`config.mk`:
```
export PLATFORM = sky130hd
export DESIGN_NAME = apb_master_arbiter_flat
export DESIGN_NICKNAME = d
export VERILOG_FILES = /design/src/rtl/apb_arb_pkg.sv /design/src/rtl/apb_bus.sv /design/src/rtl/rr_arb_2.sv /design/src/rtl/apb_master_arbiter.sv /design/src/flat_wrapper.sv
export SDC_FILE = /design/constraint.sdc
export NUM_CORES = 1
export LEC_CHECK = 0
export CAP_MARGIN = 20
export CORE_MARGIN = 2
export CORE_UTILIZATION = 29
export CTS_BUF_LIST = sky130_fd_sc_hd__clkbuf_16
export DETAILED_ROUTE_END_ITERATION = 16
export HOLD_SLACK_MARGIN = 0.05
export MAX_ROUTING_LAYER = met4
export REMOVE_ABC_BUFFERS = 1
export SLEW_MARGIN = 10
export SYNTH_ARGS = -nofsm -noshare
export SYNTH_HDL_FRONTEND = slang
export SYNTH_SLANG_ARGS = --single-unit
```
`constraint.sdc`:
```
create_clock -name clk_i -period 2.6 [get_ports clk_i]
set_input_delay 0.26 -clock clk_i [delete_from_list [all_inputs] [get_ports clk_i]]
set_output_delay 0.26 -clock clk_i [all_outputs]
set_load 0.005 [all_outputs]
```
`src/rtl/apb_arb_pkg.sv`:
```
// apb_arb_pkg: shared FSM state encoding and default timeout for the APB master arbiter.
package apb_arb_pkg;
   typedef enum logic [1:0] {IDLE, SETUP, ACCESS} state_e;
   localparam int unsigned TIMEOUT_DEFAULT = 256;
endpackage

```
`src/rtl/apb_bus.sv`:
```
// APB_BUS: APB signal bundle with master and slave views.
interface APB_BUS #(
   parameter int unsigned ADDR_WIDTH = 32,
   parameter int unsigned DATA_WIDTH = 32
);
   logic [ADDR_WIDTH-1:0] paddr;
   logic [DATA_WIDTH-1:0] pwdata;
   logic                  pwrite;
   logic                  psel;
   logic                  penable;
   logic [DATA_WIDTH-1:0] prdata;
   logic                  pready;
   logic                  pslverr;
   modport Master (output paddr, pwdata, pwrite, psel, penable, input prdata, pready, pslverr);
   modport Slave  (input paddr, pwdata, pwrite, psel, penable, output prdata, pready, pslverr);
endinterface

```
`src/rtl/rr_arb_2.sv`:
```
// rr_arb_2: two-way round-robin picker; on contention the requester not granted last wins.
module rr_arb_2 (
   input  logic [1:0] req,
   input  logic       last,
   input  logic       advance,
   output logic [1:0] gnt
);
   assign gnt = !advance ? 2'b00 : (&req) ? (last ? 2'b01 : 2'b10) : req;
endmodule

```
`src/rtl/apb_master_arbiter.sv`:
```
// apb_master_arbiter: shares one APB master port between two requesters with round-robin
// arbitration, wait-state support and an ACCESS-phase timeout.
module apb_master_arbiter
   import apb_arb_pkg::*;
#(
   parameter int unsigned APB_ADDR_WIDTH = 32,
   parameter int unsigned APB_DATA_WIDTH = 32,
   parameter int unsigned TIMEOUT_CYCLES = TIMEOUT_DEFAULT
) (
   input  logic                           clk_i,
   input  logic                           rst_ni,
   input  logic [1:0]                     req_i,
   input  logic [1:0][APB_ADDR_WIDTH-1:0] addr_i,
   input  logic [1:0][APB_DATA_WIDTH-1:0] wdata_i,
   input  logic [1:0]                     we_i,
   output logic [1:0]                     gnt_o,
   output logic [1:0]                     rvalid_o,
   output logic [APB_DATA_WIDTH-1:0]      rdata_o,
   output logic                           err_o,
   APB_BUS.Master                         apb_master
);
   localparam int unsigned CW = $clog2(TIMEOUT_CYCLES + 1);
   localparam logic [CW-1:0] CNT_MAX = CW'(TIMEOUT_CYCLES);
   localparam logic [CW-1:0] TO_LAST = CW'(TIMEOUT_CYCLES - 1);

   state_e                    state_q, state_d;
   logic [APB_ADDR_WIDTH-1:0] addr_q, addr_d;
   logic [APB_DATA_WIDTH-1:0] wdata_q, wdata_d;
   logic                      we_q, we_d;
   logic                      last_q, last_d;
   logic [CW-1:0]             cnt_q, cnt_d;
   logic [1:0]                rvalid_q, rvalid_d;
   logic [APB_DATA_WIDTH-1:0] rdata_q, rdata_d;
   logic                      err_q, err_d;
   logic [1:0]                gnt;
   logic                      win;

   rr_arb_2 u_rr (
      .req     (req_i),
      .last    (last_q),
      .advance (state_q == IDLE),
      .gnt     (gnt)
   );

   assign win = gnt[1];

   // last_q doubles as the owner of the transfer in flight
   always_comb begin
      state_d  = state_q;
      addr_d   = addr_q;
      wdata_d  = wdata_q;
      we_d     = we_q;
      last_d   = last_q;
      cnt_d    = cnt_q;
      rvalid_d = 2'b00;
      rdata_d  = rdata_q;
      err_d    = err_q;
      case (state_q)
         IDLE: if (|gnt) begin
            state_d = SETUP;
            addr_d  = addr_i[win];
            wdata_d = wdata_i[win];
            we_d    = we_i[win];
            last_d  = win;
            cnt_d   = '0;
         end
         SETUP: state_d = ACCESS;
         ACCESS: begin
            cnt_d = (cnt_q == CNT_MAX) ? cnt_q : cnt_q + 1'b1;
            if (apb_master.pready) begin
               state_d  = IDLE;
               rvalid_d = last_q ? 2'b10 : 2'b01;
               rdata_d  = apb_master.prdata;
               err_d    = apb_master.pslverr;
            end else if (cnt_q >= TO_LAST) begin
               state_d  = IDLE;
               rvalid_d = last_q ? 2'b10 : 2'b01;
               rdata_d  = '0;
               err_d    = 1'b1;
            end
         end
         default: state_d = IDLE;
      endcase
   end

   always_ff @(posedge clk_i or negedge rst_ni) begin
      if (!rst_ni) begin
         state_q  <= IDLE;
         addr_q   <= '0;
         wdata_q  <= '0;
         we_q     <= 1'b0;
         last_q   <= 1'b1;
         cnt_q    <= '0;
         rvalid_q <= 2'b00;
         rdata_q  <= '0;
         err_q    <= 1'b0;
      end else begin
         state_q  <= state_d;
         addr_q   <= addr_d;
         wdata_q  <= wdata_d;
         we_q     <= we_d;
         last_q   <= last_d;
         cnt_q    <= cnt_d;
         rvalid_q <= rvalid_d;
         rdata_q  <= rdata_d;
         err_q    <= err_d;
      end
   end

   // bus strobes decode straight from the state so reset drops them without waiting for a clock
   assign apb_master.psel    = (state_q != IDLE);
   assign apb_master.penable = (state_q == ACCESS);
   assign apb_master.paddr   = addr_q;
   assign apb_master.pwdata  = wdata_q;
   assign apb_master.pwrite  = we_q;
   assign gnt_o    = gnt;
   assign rvalid_o = rvalid_q;
   assign rdata_o  = rdata_q;
   assign err_o    = err_q;
endmodule

```
`src/flat_wrapper.sv`:
```
// flat-port wrapper written by rule: the top's interface ports become plain ports
module apb_master_arbiter_flat import apb_arb_pkg::*;
#(
   parameter int unsigned APB_ADDR_WIDTH = 32,
   parameter int unsigned APB_DATA_WIDTH = 32,
   parameter int unsigned TIMEOUT_CYCLES = TIMEOUT_DEFAULT
)
  (clk_i, rst_ni, req_i, addr_i, wdata_i, we_i, gnt_o, rvalid_o, rdata_o, err_o, apb_master_paddr, apb_master_pwdata, apb_master_pwrite, apb_master_psel, apb_master_penable, apb_master_prdata, apb_master_pready, apb_master_pslverr);
  APB_BUS #(.ADDR_WIDTH(32), .DATA_WIDTH(32)) apb_master_i ();
  input  logic clk_i;
  input  logic rst_ni;
  input  logic [1:0] req_i;
  input  logic [1:0][APB_ADDR_WIDTH-1:0] addr_i;
  input  logic [1:0][APB_DATA_WIDTH-1:0] wdata_i;
  input  logic [1:0] we_i;
  output logic [1:0] gnt_o;
  output logic [1:0] rvalid_o;
  output logic [APB_DATA_WIDTH-1:0] rdata_o;
  output logic err_o;
  output wire logic [$bits(apb_master_i.paddr)-1:0] apb_master_paddr;
  output wire logic [$bits(apb_master_i.pwdata)-1:0] apb_master_pwdata;
  output wire logic [$bits(apb_master_i.pwrite)-1:0] apb_master_pwrite;
  output wire logic [$bits(apb_master_i.psel)-1:0] apb_master_psel;
  output wire logic [$bits(apb_master_i.penable)-1:0] apb_master_penable;
  input wire logic [$bits(apb_master_i.prdata)-1:0] apb_master_prdata;
  input wire logic [$bits(apb_master_i.pready)-1:0] apb_master_pready;
  input wire logic [$bits(apb_master_i.pslverr)-1:0] apb_master_pslverr;
  assign apb_master_paddr = apb_master_i.paddr;
  assign apb_master_pwdata = apb_master_i.pwdata;
  assign apb_master_pwrite = apb_master_i.pwrite;
  assign apb_master_psel = apb_master_i.psel;
  assign apb_master_penable = apb_master_i.penable;
  assign apb_master_i.prdata = apb_master_prdata;
  assign apb_master_i.pready = apb_master_pready;
  assign apb_master_i.pslverr = apb_master_pslverr;
  apb_master_arbiter #(.APB_ADDR_WIDTH(APB_ADDR_WIDTH), .APB_DATA_WIDTH(APB_DATA_WIDTH), .TIMEOUT_CYCLES(TIMEOUT_CYCLES)) u_core (.clk_i(clk_i), .rst_ni(rst_ni), .req_i(req_i), .addr_i(addr_i), .wdata_i(wdata_i), .we_i(we_i), .gnt_o(gnt_o), .rvalid_o(rvalid_o), .rdata_o(rdata_o), .err_o(err_o), .apb_master(apb_master_i));
endmodule
```
* Word level (Yosys, flattened, before mapping)
Cells that the tools add are included.
W data, S select, Z words.
** Storage, ports and cells
- Flip-flop bits (word level) :: 112
- Bits of input ports :: 168
- Output and inout port bits :: 104
- Logic and storage cells :: 52
** Operators by class
- Add/subtract/negate cells :: 1
- Order comparisons :: 2
- Eq/ne operators :: 6
- Multiplexer cells :: 24
- Reductions and logical operators :: 10
** Operator list (number)
- $mux W32 :: 6
- $mux W2 :: 10
- $mux W9 :: 2
- $pmux W9 S2 :: 1
- $add A9 B1 Y9 const B :: 1
- $eq A9 B9 Y1 const B :: 1
- $ge A9 B8 Y1 const B :: 1
- $reduce_and A2 Y1 :: 4
- $pmux W2 S3 :: 1
- $reduce_bool A2 Y1 :: 3
- $mux W1 :: 4
- $ne A3 B1 Y1 const B :: 1
- $reduce_and A3 Y1 :: 1
- $eq A2 B1 Y1 const B :: 1
- $eq A2 B2 Y1 const B :: 1
- $logic_not A2 Y1 :: 1
- $lt A1 B2 Y1 const B :: 1
- $ne A2 B1 Y1 const B :: 1
- $ne A2 B2 Y1 const B :: 1
- $reduce_or A2 Y1 :: 1

* Longest topological paths before layout
- Word-level depth :: 6
- Gate-level depth with buffers :: 8
- Depth with buffers taken out :: 7

* Cells and area by module
From an unflattened synthesis, not the netlist that was laid out.
** Second synthesis, totals
- Cells, all modules :: 440
- Area, all modules :: 4923.5 um2
** Modules (own cells, without submodules)
- apb_master_arbiter :: times used 1, cells each 435, area each 4902.2 um2, seq. area each 2803.9 um2
- rr_arb_2 :: times used 1, cells each 5, area each 21.3 um2, seq. area each 0.0 um2

* Least setup slack after synthesis
No wires, ideal clock.
- Path type :: register -> register
- Start :: reg u_core.cnt_q[1]
- End :: reg u_core.rdata_q[10], in the netlist u_core.rdata_o[10]
- Setup time :: 83 ps
- Data arrival time :: 1727 ps
- Required time :: 2517 ps
- Path slack :: 790 ps
- Stages on the path, launching flop included :: 9
- Buffers on the path :: 1
- Period minus slack after synthesis :: 1810 ps
- Cell sequence :: dfrtp_1 ha_1 nand4_1 nor2_1 ha_1 nor3_1 o31ai_4 buf_2 o21ai_0
** On the way
- Cells in the longest elaborated chain, start to end :: 3
** Ends and longest elaborated chain
- from (decl) :: line apb_master_arbiter.sv:31 : logic [CW-1:0] cnt_q, cnt_d;
- from (signal assigned) :: line apb_master_arbiter.sv:103 : cnt_q <= cnt_d;
- $ge A9 B8 Y1 :: line apb_master_arbiter.sv:75 : end else if (cnt_q >= TO_LAST) begin
- $reduce_bool A2 Y1 (no source line)
- $reduce_and A2 Y1 (no source line)
- to (signal assigned) :: line apb_master_arbiter.sv:105 : rdata_q <= rdata_d;
- to (decl) :: line apb_master_arbiter.sv:33 : logic [APB_DATA_WIDTH-1:0] rdata_q, rdata_d;
No other way between the ends.
A chain may end at the register's enable or synchronous reset.

* Worst setup path in the final report
- Start :: reg u_core.state_q[1]
- End :: out apb_master_psel
** On the way
- Cells in the longest elaborated chain, start to end :: 1
** Ends and longest elaborated chain
- from (decl) :: line apb_master_arbiter.sv:26 : state_e state_q, state_d;
- from (signal assigned) :: line apb_master_arbiter.sv:98 : state_q <= state_d;
- $reduce_bool A2 Y1 :: line apb_master_arbiter.sv:111 : assign apb_master.psel = (state_q != IDLE);
- to (decl) :: line flat_wrapper.sv:23 : output wire logic [$bits(apb_master_i.psel)-1:0] apb_master_psel;
No other way between the ends.

==> results.cfg <==
[grt]
grt_max_degree = 70
grt_pass1_vias = 5200
track_usage = 0.193
overflow = 0
grt_pass1_wl_mm = 28.5
antenna_found_initial = 0

[cts]
cts_root_buf = clkbuf_16
clockBufferDepth = 2
htreeDepth = 3
cts_tree = yes
clk_latency_ps = 360
clkTransAtPathRegs_ps = 80
cts_resized = 0
numCtsBuffers = 9
clock-sinks = 112

[critical_path]
reg2regPathDepth = 8
reg2reg_from = u_core.cnt_q[1]$_DFFE_PN0P_
r2r_end = u_core.rdata_o[18]$_DFFE_PN0P_
worst-setup-path-type = flop to primary output
reg2reg_slack_ps = 470
worst_setup_path_start_kind = flop
worst_ep_arrival_time_ps = 2100
end_kind = primary output
cp_max_fo = 69
cp_data_required_time_ps = 2340

[final_layout]
design_area_mm2 = 0.00842
final_common_cell = clkdlybuf4s50_1
mostFrequentLayoutCells = 270 x clkdlybuf4s50_1, 111 x dfrtp_1, 65 x a221o_1
fin_util = 0.470
diodes = 0
n_fill_cell = 1641
syn2layout_area_growth_pct = 60.2
layout-drive-gt1-share = 0.0574
nNetsFinal = 880

[floorplan]
core_area_mm2 = 0.0179
rows = 49
die_w_um = 139
io_pins = 272
die_h_um = 139
dieArea_mm2 = 0.0192
initial_core_util = 0.294

[logic_synthesis]
seq_area_frac_synth = 0.533
synth.area.top_cells = dfrtp_1 53%, a221o_1 12%, a21boi_0 8.7%, a22oi_1 4.7%, inv_1 3.1%
netlist_area_mm2 = 0.00526
synth.avg_cell_area_um2 = 11.6
yosysTopAreaCellShare = 0.528
synth_cells = 455
synth_warnings = 0
ys_types = 48
ys_ff_latch = 112
yosysTopAreaCell = dfrtp_1

[timing]
hold_viol = 0
slew_headroom = 0.495
tightest_slew_ps = 757
clock_skew_ps = 13.5
timing.fmax_ghz = 0.424
final.period_utilization = 0.906
setup_tns_ps = 0
layout_min_cycle_time_ps = 2360
setup_viol = 0
drv_slew = 0
grt_setup_unrepaired = no

[min_path]
hold_path_class = input pin to asynchronous set/reset pin

[detailed_routing]
wirelength_mm = 18.4
dr.pass1.iters = 5
wire_per_inst_um = 19.5
drc = 0
vias_per_cell = 5.18
vias = 4887
first_iter_violations = 336
ant_nets = 0

[power_and_ir_drop]
ir_drop_mv = 0.421
p_leak_nw = 3.55
power_density_mw_per_mm2 = 1030

[run]
cap_violations = 0

[place]
dpl.hpwl_mm = 13.0
io_buffer_count = 271
placed_area_mm2 = 0.00812
place_congestion = 0.866

[run_status]
outcome = complete, no violations
-- flip-flops by register name, summed over array words and instances, names as in the netlist --
register                  flops
u_core.apb_master.paddr      32
u_core.apb_master.pwdata     32
u_core.apb_master.pwrite      1
u_core.cnt_q                  9
u_core.err_o                  1
u_core.last_q                 1
u_core.rdata_o               32
u_core.rvalid_o               2
u_core.state_q                2
-- final cells by class --
class	count	area (um2)	share of cell area
Timing Repair Buffer	284	2860	0.339
Inverter	43	161	0.0192
Sequential cell	112	2800	0.333
Clock buffer	9	225	0.0267
Multi-Input combinational cell	259	2040	0.242
Clock inverter	7	46.3	0.00550
Tap cell	229	287	0.0340
-- what timing repair did --
action,4_1_cts,5_1_grt
buffers inserted,0,0
hold endpoints to repair,42,0
hold buffers,1,0
-- cell families (layout without fill, tap and decap cells) --
family	count (synthesis)	in the layout	synth area share
buf+inv	84	343	0.0783
mux	2	2	0.00428
flops	112	112	0.533
compound gates	216	216	0.326
simple gates	38	38	0.0512
fa+ha+maj	3	3	0.00714
-- critical path, stage by stage (launching register included) --
cell	delay, ps
dfrtp_1	410
nor2_4	160
buf_4	550
inv_1	80
clkdlybuf4s50_1	460
-- how the worst max path moves through the flow --
stage | start | endpoint | cells past startpoint
after floorplan | u_core.state_q[1]$_DFFE_PN0P_ | u_core.apb_master.paddr[0]$_DFFE_PN0P_ | 3
after global placement | u_core.cnt_q[1]$_DFFE_PN0P_ | u_core.rvalid_o[1]$_DFF_PN0_ | 7
after detailed placement | u_core.cnt_q[1]$_DFFE_PN0P_ | u_core.rdata_o[18]$_DFFE_PN0P_ | 7
after CTS | u_core.state_q[1]$_DFFE_PN0P_ | apb_master_psel | 4
after global routing | u_core.state_q[1]$_DFFE_PN0P_ | apb_master_psel | 4
final | u_core.state_q[1]$_DFFE_PN0P_ | apb_master_psel | 4
-- cell usage after synthesis (all sizes together) --
library cell,n
dfstp,1
o31a,1
nor3b,1
mux2,2
o32ai,1
nor2,5
and3,3
o31ai,1
a2111oi,1
a211o,1
nor2b,1
a31o,1
a221oi,1
clkbuf,12
dfrtp,111
a22oi,33
o21ai,37
nand3,6
a2bb2oi,1
or2,2
or4,1
nand4,3
a21o,1
a21boi,65
nand2,4
buf,29
o211ai,3
a221o,65
a31oi,1
a22o,2
ha,3
and3b,1
inv,43
a21oi,1
nor4b,2
nand2b,4
nor3,5
-- through the flow --
| step | hold slack, ps | setup WS, ps | power (mW) | cells |
|---|---|---|---|---|
| CTS | 465 | 242 | 8.78 | 942 |
| floorplan | -35.6 | 487 | 4.85 | 414 |
| finish | 456 | 244 | 8.69 | 943 |
| global placement | 309 | 489 | 7.30 | 925 |
| global route | 494 | 112 | 9.31 | 943 |
| detailed placement | 322 | 408 | 7.41 | 925 |
-- routing by layer --
metal / vias up / global-route usage / share of wire
met4: 0 / 0.0654 / 0.023
met3: 28 / 0.0566 / 0.082
li1: 2236 / - / -
met1: 2405 / 0.227 / 0.41
met5: - / - / 0
met2: 218 / 0.320 / 0.49
-- report_power, final --
part | leakage [nW] | switching [mW] | internal (mW) | total (mW)
logic | 2.09 | 1.75 | 2.57 | 4.32
registers | 1.32 | 0.530 | 2.53 | 3.06
clock network | 0.135 | 0.664 | 0.652 | 1.32
(Power assumes the default switching activity.)
